## config.mk

```make
export PLATFORM = sky130hd
export DESIGN_NAME = mips32_mem_dump_reader
export DESIGN_NICKNAME = d
export VERILOG_FILES = /design/src/rtl/mips32_mem_dump_reader.sv
export SDC_FILE = /design/constraint.sdc
export NUM_CORES = 1
export LEC_CHECK = 0
export ABC_CLOCK_PERIOD_IN_PS = 4100
export BUFFER_PORTS_ARGS = -buffer_cell sky130_fd_sc_hd__buf_2
export CAP_MARGIN = 15
export CORE_ASPECT_RATIO = 1.25
export CORE_MARGIN = 2
export CORE_UTILIZATION = 45
export CTS_CLUSTER_DIAMETER = 50
export DETAILED_ROUTE_END_ITERATION = 6
export PLACE_DENSITY = 0.66
export SLEW_MARGIN = 0
export SYNTH_ARGS = -nofsm -noshare
export SYNTH_HDL_FRONTEND = slang
export SYNTH_SLANG_ARGS = --single-unit
export TNS_END_PERCENT = 10
```

## constraint.sdc

```tcl
create_clock -name clk1 -period 4.1 [get_ports clk1]
set_input_delay 1.025 -clock clk1 [delete_from_list [all_inputs] [get_ports clk1]]
set_output_delay 1.025 -clock clk1 [all_outputs]
set_load 0.01 [all_outputs]
```

## src/rtl/mips32_mem_dump_reader.sv

```systemverilog
// Streams a contiguous, wrapping range of data-memory words out over valid/ready after a halt.
// Optional DUMP_CHECKSUM_EN adds a running sum (csum) of all accepted words.
module mips32_mem_dump_reader #(
    parameter int unsigned ADDR_W     = 10,
    parameter int unsigned DATA_W     = 32,
    parameter int unsigned FIFO_DEPTH = 4
) (
    input  logic              clk1,
    input  logic              rst_n,
    input  logic              start,
    input  logic [ADDR_W-1:0] base_addr,
    input  logic [ADDR_W:0]   word_cnt,
    input  logic              halted,
    output logic              mem_rd_en,
    output logic [ADDR_W-1:0] mem_rd_addr,
    input  logic [DATA_W-1:0] mem_rd_data,
    output logic              out_valid,
    input  logic              out_ready,
    output logic [DATA_W-1:0] out_data,
    output logic [ADDR_W-1:0] out_addr,
    output logic              busy,
    output logic              done,
    output logic              err
`ifdef DUMP_CHECKSUM_EN
    ,
    output logic [DATA_W-1:0] csum
`endif
);

    localparam int unsigned PtrW = (FIFO_DEPTH > 1) ? $clog2(FIFO_DEPTH) : 1;

    typedef enum logic [1:0] {StIdle, StRead, StDrain, StDone} state_e;

    state_e            state_q, state_d;
    logic [ADDR_W-1:0] addr_q, addr_d;
    logic [ADDR_W:0]   rem_q, rem_d;
    logic              inflight_q;
    logic [ADDR_W-1:0] inflight_addr_q;
    logic              done_q, err_q;
    logic              rd_en, room, push, pop, accept;

    logic [DATA_W-1:0] fifo_data_q [FIFO_DEPTH];
    logic [ADDR_W-1:0] fifo_addr_q [FIFO_DEPTH];
    logic [PtrW-1:0]   wr_ptr_q, rd_ptr_q;
    logic [PtrW:0]     count_q;

    // Reserve a FIFO slot for the read still in flight so a stalled consumer never overflows us.
    assign room   = ({1'b0, count_q} + {{(PtrW + 1){1'b0}}, inflight_q}) < (PtrW + 2)'(FIFO_DEPTH);
    assign accept = (state_q == StIdle) && start && halted;
    assign push   = inflight_q;
    assign pop    = out_valid && out_ready;

    always_comb begin
        state_d = state_q;
        addr_d  = addr_q;
        rem_d   = rem_q;
        rd_en   = 1'b0;
        unique case (state_q)
            StIdle: begin
                if (accept) begin
                    addr_d  = base_addr;
                    rem_d   = word_cnt;
                    state_d = (word_cnt == '0) ? StDone : StRead;
                end
            end
            StRead: begin
                if (room) begin
                    rd_en  = 1'b1;
                    addr_d = addr_q + ADDR_W'(1);
                    rem_d  = rem_q - (ADDR_W + 1)'(1);
                    if (rem_q == (ADDR_W + 1)'(1)) begin
                        state_d = StDrain;
                    end
                end
            end
            StDrain: begin
                if (!inflight_q && (count_q == '0)) begin
                    state_d = StDone;
                end
            end
            StDone:  state_d = StIdle;
            default: state_d = StIdle;
        endcase
    end

    always_ff @(posedge clk1) begin
        if (!rst_n) begin
            state_q         <= StIdle;
            addr_q          <= '0;
            rem_q           <= '0;
            inflight_q      <= 1'b0;
            inflight_addr_q <= '0;
            wr_ptr_q        <= '0;
            rd_ptr_q        <= '0;
            count_q         <= '0;
            done_q          <= 1'b0;
            err_q           <= 1'b0;
        end else begin
            state_q         <= state_d;
            addr_q          <= addr_d;
            rem_q           <= rem_d;
            inflight_q      <= rd_en;
            inflight_addr_q <= addr_q;
            done_q          <= (state_q == StDone);
            err_q           <= start && !((state_q == StIdle) && halted);
            if (push) begin
                wr_ptr_q <= wr_ptr_q + PtrW'(1);
            end
            if (pop) begin
                rd_ptr_q <= rd_ptr_q + PtrW'(1);
            end
            if (push && !pop) begin
                count_q <= count_q + (PtrW + 1)'(1);
            end else if (pop && !push) begin
                count_q <= count_q - (PtrW + 1)'(1);
            end
        end
    end

    // Storage needs no reset: outputs are gated by out_valid and the pointers are reset.
    always_ff @(posedge clk1) begin
        if (push) begin
            fifo_data_q[wr_ptr_q] <= mem_rd_data;
            fifo_addr_q[wr_ptr_q] <= inflight_addr_q;
        end
    end

    assign mem_rd_en   = rd_en;
    assign mem_rd_addr = rd_en ? addr_q : '0;
    assign out_valid   = (count_q != '0);
    assign out_data    = out_valid ? fifo_data_q[rd_ptr_q] : '0;
    assign out_addr    = out_valid ? fifo_addr_q[rd_ptr_q] : '0;
    assign busy        = (state_q == StRead) || (state_q == StDrain);
    assign done        = done_q;
    assign err         = err_q;

`ifdef DUMP_CHECKSUM_EN
    logic [DATA_W-1:0] csum_q;

    always_ff @(posedge clk1) begin
        if (!rst_n) begin
            csum_q <= '0;
        end else if (accept) begin
            csum_q <= '0;
        end else if (pop) begin
            csum_q <= csum_q + out_data;
        end
    end

    assign csum = csum_q;
`endif

endmodule
```

==> reports/qor.csv, run 1 <==
metric;value;unit
outcome;completed;
start_kind;flip-flop;
finalSetupViolCount;0;
grt_pass1_wl;28120;um
drt_pre_antenna_iters;5;
cp.required;3.07;ns
cts_hold_buf;0;
final_max_slew_viol_count;0;
synth_edf_count;168;
synth_fp_nets;624;
cp_top_family;simple AND/OR/NAND/NOR gates;
grt_max_degree;43;
multiInputGateArea;0.002659;mm^2
routed_via_density;5.535;
most-common-layout-cells;edfxtp_1, buf_2, and2_1;
r2r_setup_slack;1.21;ns
slew_headroom;26.23;%
r2r-start;count_q[0];
cpMaxStageDelayCell;or3_1;
drv_cap;0;
cts_buffers;24;
die_w;128.9;um
fillers;1546;
place_congestion;0.8272;
core-area;0.01926;mm^2
hpwl;11540;um
overflow;0;
portBuffers;114;
ys_ff_latch;213;
nets;744;
drc_errors;0;
path_depth;4;
cp-end-kind;output port;
cts_setup_buffers;0;
rr_worst_depth;8;
peakVddDrop;0.3922;mV
netlist_instances;552;
routed_wl;17870;um
arrival;2.42;ns
clock_path_buffers;3;
h-tree-depth;1;
seqCellArea;0.005951;mm^2
cts.sinks;213;
fin_skew;0.01615;ns
worstSetupPathType;flip-flop to output port;
fin_tns_setup;0;ns
cts_tree;yes;
postRouteAntennaNets;0;
clk_latency;0.50;ns
tightest_slew;1.096;ns
avgSynthCellArea;15.89;um^2
p_leak;0.003816;uW
path_max_fanout;33;
path_clk_slew;0.06;ns
die_area;0.02063;mm^2
pwr_density_cell;672.0;mW/mm^2
hold_ws;0.4753;ns
path_cells;or3_1 -> buf_4 -> and2_1 -> buf_2;
cts_resized;0;
initial_core_util;45.54;%
final_common_cell;edfxtp_1;
finalCritPeriodShare;84.08;%
placed_cells;882;
r2r_end;count_q[2];
rsz0062_at_grt;no;
worst-path-buf-inv;2;
timing.final.crit_period;3.447;ns
seq_area_frac_synth;67.80;%
fin_cells;926;
syn_area;0.008770;mm^2
crit_start;count_q[0];
syn2layout_area_growth;18.96;%
wl_per_cell;19.30;um
max_freq;290.1;MHz
io_pins;115;
cts-root-buf;clkbuf_16;
ys_warn_count;0;
num_vias;5125;
synthFlopType;edfxtp_1;
grt_pass1_vias;5379;
hold_viol_final;0;
ys_async_sr_fraction;0;%
fp-row-count;57;
drt-initial-drc-count;410;
grt_usage;17.42;%
drive_above_1_share;31.93;%
die_h;160.1;um
crit_end;out_data[22];
antenna_found_initial;1;
slowest_delay;0.85;ns
yosysUniqueCellTypes;54;
hold_class;flip-flop to flip-flop;
==> state kept, by name (all words and copies together) (netlist names), named ones only <==
register         cells
inflight_q           1
wr_ptr_q             2
addr_q              10
fifo_data_q        128
fifo_addr_q         40
inflight_addr_q     10
done                 1
count_q              3
rem_q               11
err                  1
state_q              2
rd_ptr_q             2
==> how the worst min path moves through the flow <==
| stage | from | slack (ns) | cells past startpoint | end |
|---|---|---|---|---|
| after global placement | inflight_addr_q[8] | 0.44 | 0 | fifo_addr_q[0][8] |
| after detailed placement | inflight_addr_q[4] | 0.46 | 0 | fifo_addr_q[0][4] |
| final | inflight_addr_q[4] | 0.48 | 0 | fifo_addr_q[3][4] |
| after global routing | inflight_addr_q[9] | 0.51 | 0 | fifo_addr_q[3][9] |
| after floorplan | inflight_addr_q[0] | 0.44 | 0 | fifo_addr_q[0][0] |
| after CTS | inflight_addr_q[4] | 0.47 | 0 | fifo_addr_q[3][4] |
==> metal layers <==
layer	up-vias	global-route usage [%]	share of wire [%]
met1	2571	21.62	41
li1	2367	-	-
met4	2	4.545	1.5
met3	26	3.082	5.3
met5	-	0	0.073
met2	159	31.27	52
==> where the power goes <==
group / total, uW / internal, uW / leakage (uW) / switching, uW
Clock: 2140 / 1320 / 0.000393 / 821
Combinational: 2020 / 965 / 0.00153 / 1050
Sequential: 2850 / 2580 / 0.00189 / 271
==> cell families after synthesis <==
family | after synthesis | synth area share [%]
AO/OA/AOI/OAI | 79 | 6.264
AND/OR/NAND/NOR | 150 | 9.959
adder cells (fa/ha/maj) | 14 | 2.083
multiplexers | 47 | 11.36
XOR/XNOR | 6 | 0.5992
buffers and inverters | 43 | 1.940
flip-flops | 213 | 67.80
==> metrics by stage <==
stage | total power (uW) | utilization [%] | setup slack [ns] | area [um^2]
after floorplan | 4244 | - | 1.471 | 8770
final | 7011 | 54.18 | 0.6526 | 10430
after detailed placement | 4933 | 49.94 | 1.129 | 9615
after global placement | 4843 | 49.94 | 1.211 | 9615
after global routing | 7389 | 54.17 | 0.4588 | 10430
after CTS | 7083 | 54.17 | 0.5859 | 10430
==> worst reg2reg max path: stages, from the launching register on <==
cell	delay, ns
dfxtp_1	0.35
or3_1	0.81
nand2_1	0.30
ha_1	0.24
inv_1	0.08
fa_1	0.37
xor2_1	0.16
or3_1	0.32
a21boi_0	0.18
==> synth_stat cells (6+ instances only) <==
cell        n  share of area, %
inv_1      12              0.51
nand2_1    21              0.90
buf_2       7              0.40
o21ai_0    19               1.1
and3_1     15               1.1
edfxtp_1  168                58
a21boi_0   11              0.94
clkbuf_1   23              0.98
nand3_1     6              0.34
ha_1       13               1.9
nor3_1      7              0.40
dfxtp_1    45                10
nor2b_1     8              0.57
mux4_2     42                11
a21oi_1    14              0.80
and2_1     62               4.4
nor2_1     10              0.43
==> layout make-up <==
class	count	area share, %
Sequential cell	213	57.04
Inverter	12	0.4318
Multi-Input combinational cell	296	25.49
Timing Repair Buffer	125	6.380
Antenna cell	1	0.02399
Clock inverter	10	1.127
Tap cell	236	2.830
Clock buffer	33	6.680
Note: power is estimated with default switching activity, not from simulation.
==> run 2, diff against run 1 <==
--- a/config.mk
+++ b/config.mk
@@ -5,7 +5,8 @@
 export SDC_FILE = /design/constraint.sdc
 export NUM_CORES = 1
 export LEC_CHECK = 0
-export ABC_CLOCK_PERIOD_IN_PS = 4100
+export ABC_AREA = 1
+export ABC_CLOCK_PERIOD_IN_PS = 3100
 export BUFFER_PORTS_ARGS = -buffer_cell sky130_fd_sc_hd__buf_2
 export CAP_MARGIN = 15
 export CORE_ASPECT_RATIO = 1.25
@@ -13,7 +14,7 @@
 export CORE_UTILIZATION = 45
 export CTS_CLUSTER_DIAMETER = 50
 export DETAILED_ROUTE_END_ITERATION = 6
-export PLACE_DENSITY = 0.66
+export PLACE_DENSITY = 0.68
 export SLEW_MARGIN = 0
 export SYNTH_ARGS = -nofsm -noshare
 export SYNTH_HDL_FRONTEND = slang
==> constraint.sdc (replaced) <==
create_clock -name clk1 -period 3.1 [get_ports clk1]
set_input_delay 0.775 -clock clk1 [delete_from_list [all_inputs] [get_ports clk1]]
set_output_delay 0.775 -clock clk1 [all_outputs]
set_load 0.01 [all_outputs]
==> run 2 against run 1 <==
Compared with the run above: final area rose by 0.91%; sequential share of layout area is 0.54 points lower; worst setup slack got worse by 0.40 ns; clock-buffer cell count fell by 9; first-iteration DRC count up 5.4%; via count increased by 23%; final cell count is 35% higher; sequential power grew 28%; die area up 1.8%; highest routed layer is now met4; power rose by 31%.
==> reports/qor.csv, run 2 <==
metric;value;unit;change
cp.required;2.32;ns;-0.75 ns
num_vias;6293;;+23%
wl_per_cell;15.52;um;-20%
antenna_found_initial;3;;+2
ys_ff_latch;213;;unchanged
rsz0062_at_grt;no;;
synth_fp_nets;924;;+48%
die_w;130.0;um;+0.91%
io_pins;115;;unchanged
fin_tns_setup;0;ns;unchanged
placed_area;0.009781;mm^2;+1.7%
largest_register_ffs;128;;unchanged
cts_setup_buffers;0;;unchanged
fillers;1684;;+8.9%
path_clk_slew;0.06;ns;about the same
pwr_density_cell;870.0;mW/mm^2;+29%
syn_area;0.008935;mm^2;+1.9%
final_max_slew_viol_count;0;;unchanged
grt_usage;17.97;%;+0.55 points
drv_cap;0;;unchanged
h-tree-depth;1;;unchanged
place_congestion;0.8838;;+6.8%
most-common-layout-cells;nor2_1, edfxtp_1, buf_2;;
path_max_fanout;34;;+3.0%
clock_path_buffers;3;;unchanged
core-area;0.01947;mm^2;+1.1%
netlist_instances;852;;+54%
ys_async_sr_fraction;0;%;unchanged
start_kind;flip-flop;;
cp_top_family;buffers and inverters;;
portBuffers;114;;unchanged
synth_xor_area_share;0.4901;%;-0.11 points
slowest_delay;0.38;ns;-0.47 ns
cts_buffers;23;;-4.2%
synth_edf_count;168;;unchanged
nets;1039;;+40%
top_regs;fifo_data_q x128, fifo_addr_q x40, rem_q x11;;
hpwl;11900;um;+3.1%
outcome;completed;;
synth.most_common_cell;nor2_1;;
worst-path-buf-inv;3;;+1
finalSetupViolCount;0;;unchanged
die_area;0.02101;mm^2;+1.8%
cts.sinks;213;;unchanged
synth_top_area_share;56.46;%;-1.1 points
cpMaxStageDelayCell;inv_2;;
synthFlopType;edfxtp_1;;
seqCellArea;0.005948;mm^2;about the same
timing.final.crit_period;2.845;ns;
synth_mux_area_share;0.3361;%;-11 points
avgSynthCellArea;10.49;um^2;-34%
fin_skew;0.01348;ns;-0.002666 ns
arrival;2.07;ns;-0.35 ns
p_leak;0.004191;uW;+9.8%
drt_pre_antenna_iters;5;;unchanged
fp-row-count;57;;unchanged
postRouteAntennaNets;0;;unchanged
drt-initial-drc-count;432;;+5.4%
routed_wl;19410;um;+8.6%
drive_above_1_share;19.02;%;-13 points
fin_area;0.01053;mm^2;+0.91%
yosysUniqueCellTypes;37;;-31%
peakVddDrop;0.4756;mV;+21%
grt_pass1_wl;29690;um;+5.6%
worstSetupPathType;flip-flop to output port;;
multiInputGateArea;0.002539;mm^2;-4.5%
overflow;0;;unchanged
tightest_slew;0.5570;ns;-0.5394 ns
largest-register;fifo_data_q;;
max_freq;351.5;MHz;
synth_area_leaders;edfxtp_1, dfxtp_1, nor2_1, o21ai_0, a21oi_1;;
grt_pass1_vias;5838;;+8.5%
synthAdderAreaFrac;2.045;%;-0.039 points
syn2layout_area_growth;17.83;%;
cts_tree;yes;;
routed_via_density;5.030;;-9.1%
clk_latency;0.50;ns;about the same
synth_top_area_cell;edfxtp_1;;
seq_area_frac_synth;66.55;%;-1.3 points
grt_max_degree;85;;+98%
path_cells;inv_2 -> buf_12 -> o21ai_0 -> a21oi_1 -> buf_2;;
yosys-top-cells-count;nor2_1, edfxtp_1, nand2_1;;
synth-simple-area-share;14.76;%;+4.8 points
initial_core_util;45.89;%;+0.35 points
drc_errors;0;;unchanged
final_common_cell;nor2_1;;
hold_class;flip-flop to flip-flop;;
hold_viol_final;0;;unchanged
cp-end-kind;output port;;
synth_top_family_by_area;simple AND/OR/NAND/NOR gates;;
slew_headroom;62.87;%;+37 points
synth-compound-area-share;10.78;%;+4.5 points
die_h;161.5;um;+0.92%
cts-root-buf;clkbuf_16;;
finalCritPeriodShare;91.78;%;
ys_warn_count;0;;unchanged
[run 2: layout make-up]
type | instances | share of cell area [%]
clock buffer | 24 | 5.503
inverter | 63 | 2.282
multi-input combinational | 535 | 24.11
tap | 265 | 3.150
timing repair buffer | 131 | 6.870
clock inverter | 17 | 1.509
sequential | 213 | 56.50
antenna | 3 | 0.07131
[run 2: cells by family (layout without fill, tap and decap cells)]
family          after synthesis  after routing
simple gates                327            327
fa+ha+maj                    14             14
compound gates              186            186
flops                       213            213
xor+xnor                      5              5
other cells                   0              3
buf+inv                     104            235
mux                           3              3
[run 2: path summary, 6_finish.rpt]
path               start           to  slack, ns  depth (start not counted)
max            flip-flop  out_addr[9]       0.25                          5
min          rd_ptr_q[1]    flip-flop       0.45                          2
max reg2reg   state_q[1]     rem_q[7]       1.22                          9
min reg2reg  rd_ptr_q[1]    flip-flop       0.45                          2
[run 2: worst reg2reg max path: stages (launching register included)]
cell and delay [ns]:
dfxtp_1 0.32, inv_1 0.11, ha_1 0.20, buf_4 0.33, o21a_2 0.24, nand2_8 0.13
inv_4 0.20, o21ai_0 0.12, nand3_1 0.08, nand2_1 0.05
[run 2: per-stage QoR]
stage / utilization (%) / cells / setup slack [ns] / total power, uW / hold slack, ns
2_1_floorplan: - / 852 / 0.8447 / 5629 / 0.4309
6_report: 54.07 / 1251 / 0.2549 / 9159 / 0.4546
3_5_place_dp: 50.23 / 1207 / 0.4358 / 6581 / 0.4532
4_1_cts: 54.03 / 1248 / 0.2301 / 9211 / 0.4526
5_1_grt: 54.06 / 1250 / 0.07990 / 9693 / 0.4548
3_3_place_gp: 50.23 / 1207 / 0.4736 / 6532 / 0.4436
[run 2: what timing repair did]
item                       CTS  global route
hold buffers                 0             0
resized for setup            1             0
setup endpoints to repair   30             0
[run 2: per-layer routing]
layer	GRT usage, %	part of all wire (%)	vias to the layer above
li1	-	-	3124
met1	23.12	44	2935
met2	30.99	48	196
met3	3.047	5.5	38
met4	5.474	2.4	0
met5	0	0	-
[run 2: power breakdown]
| group | leakage (uW) | switching (uW) | internal [uW] |
|---|---|---|---|
| Sequential | 0.00189 | 202 | 3430 |
| Clock | 0.000355 | 1090 | 1540 |
| Combinational | 0.00194 | 1920 | 975 |
| Total | 0.00419 | 3210 | 5940 |
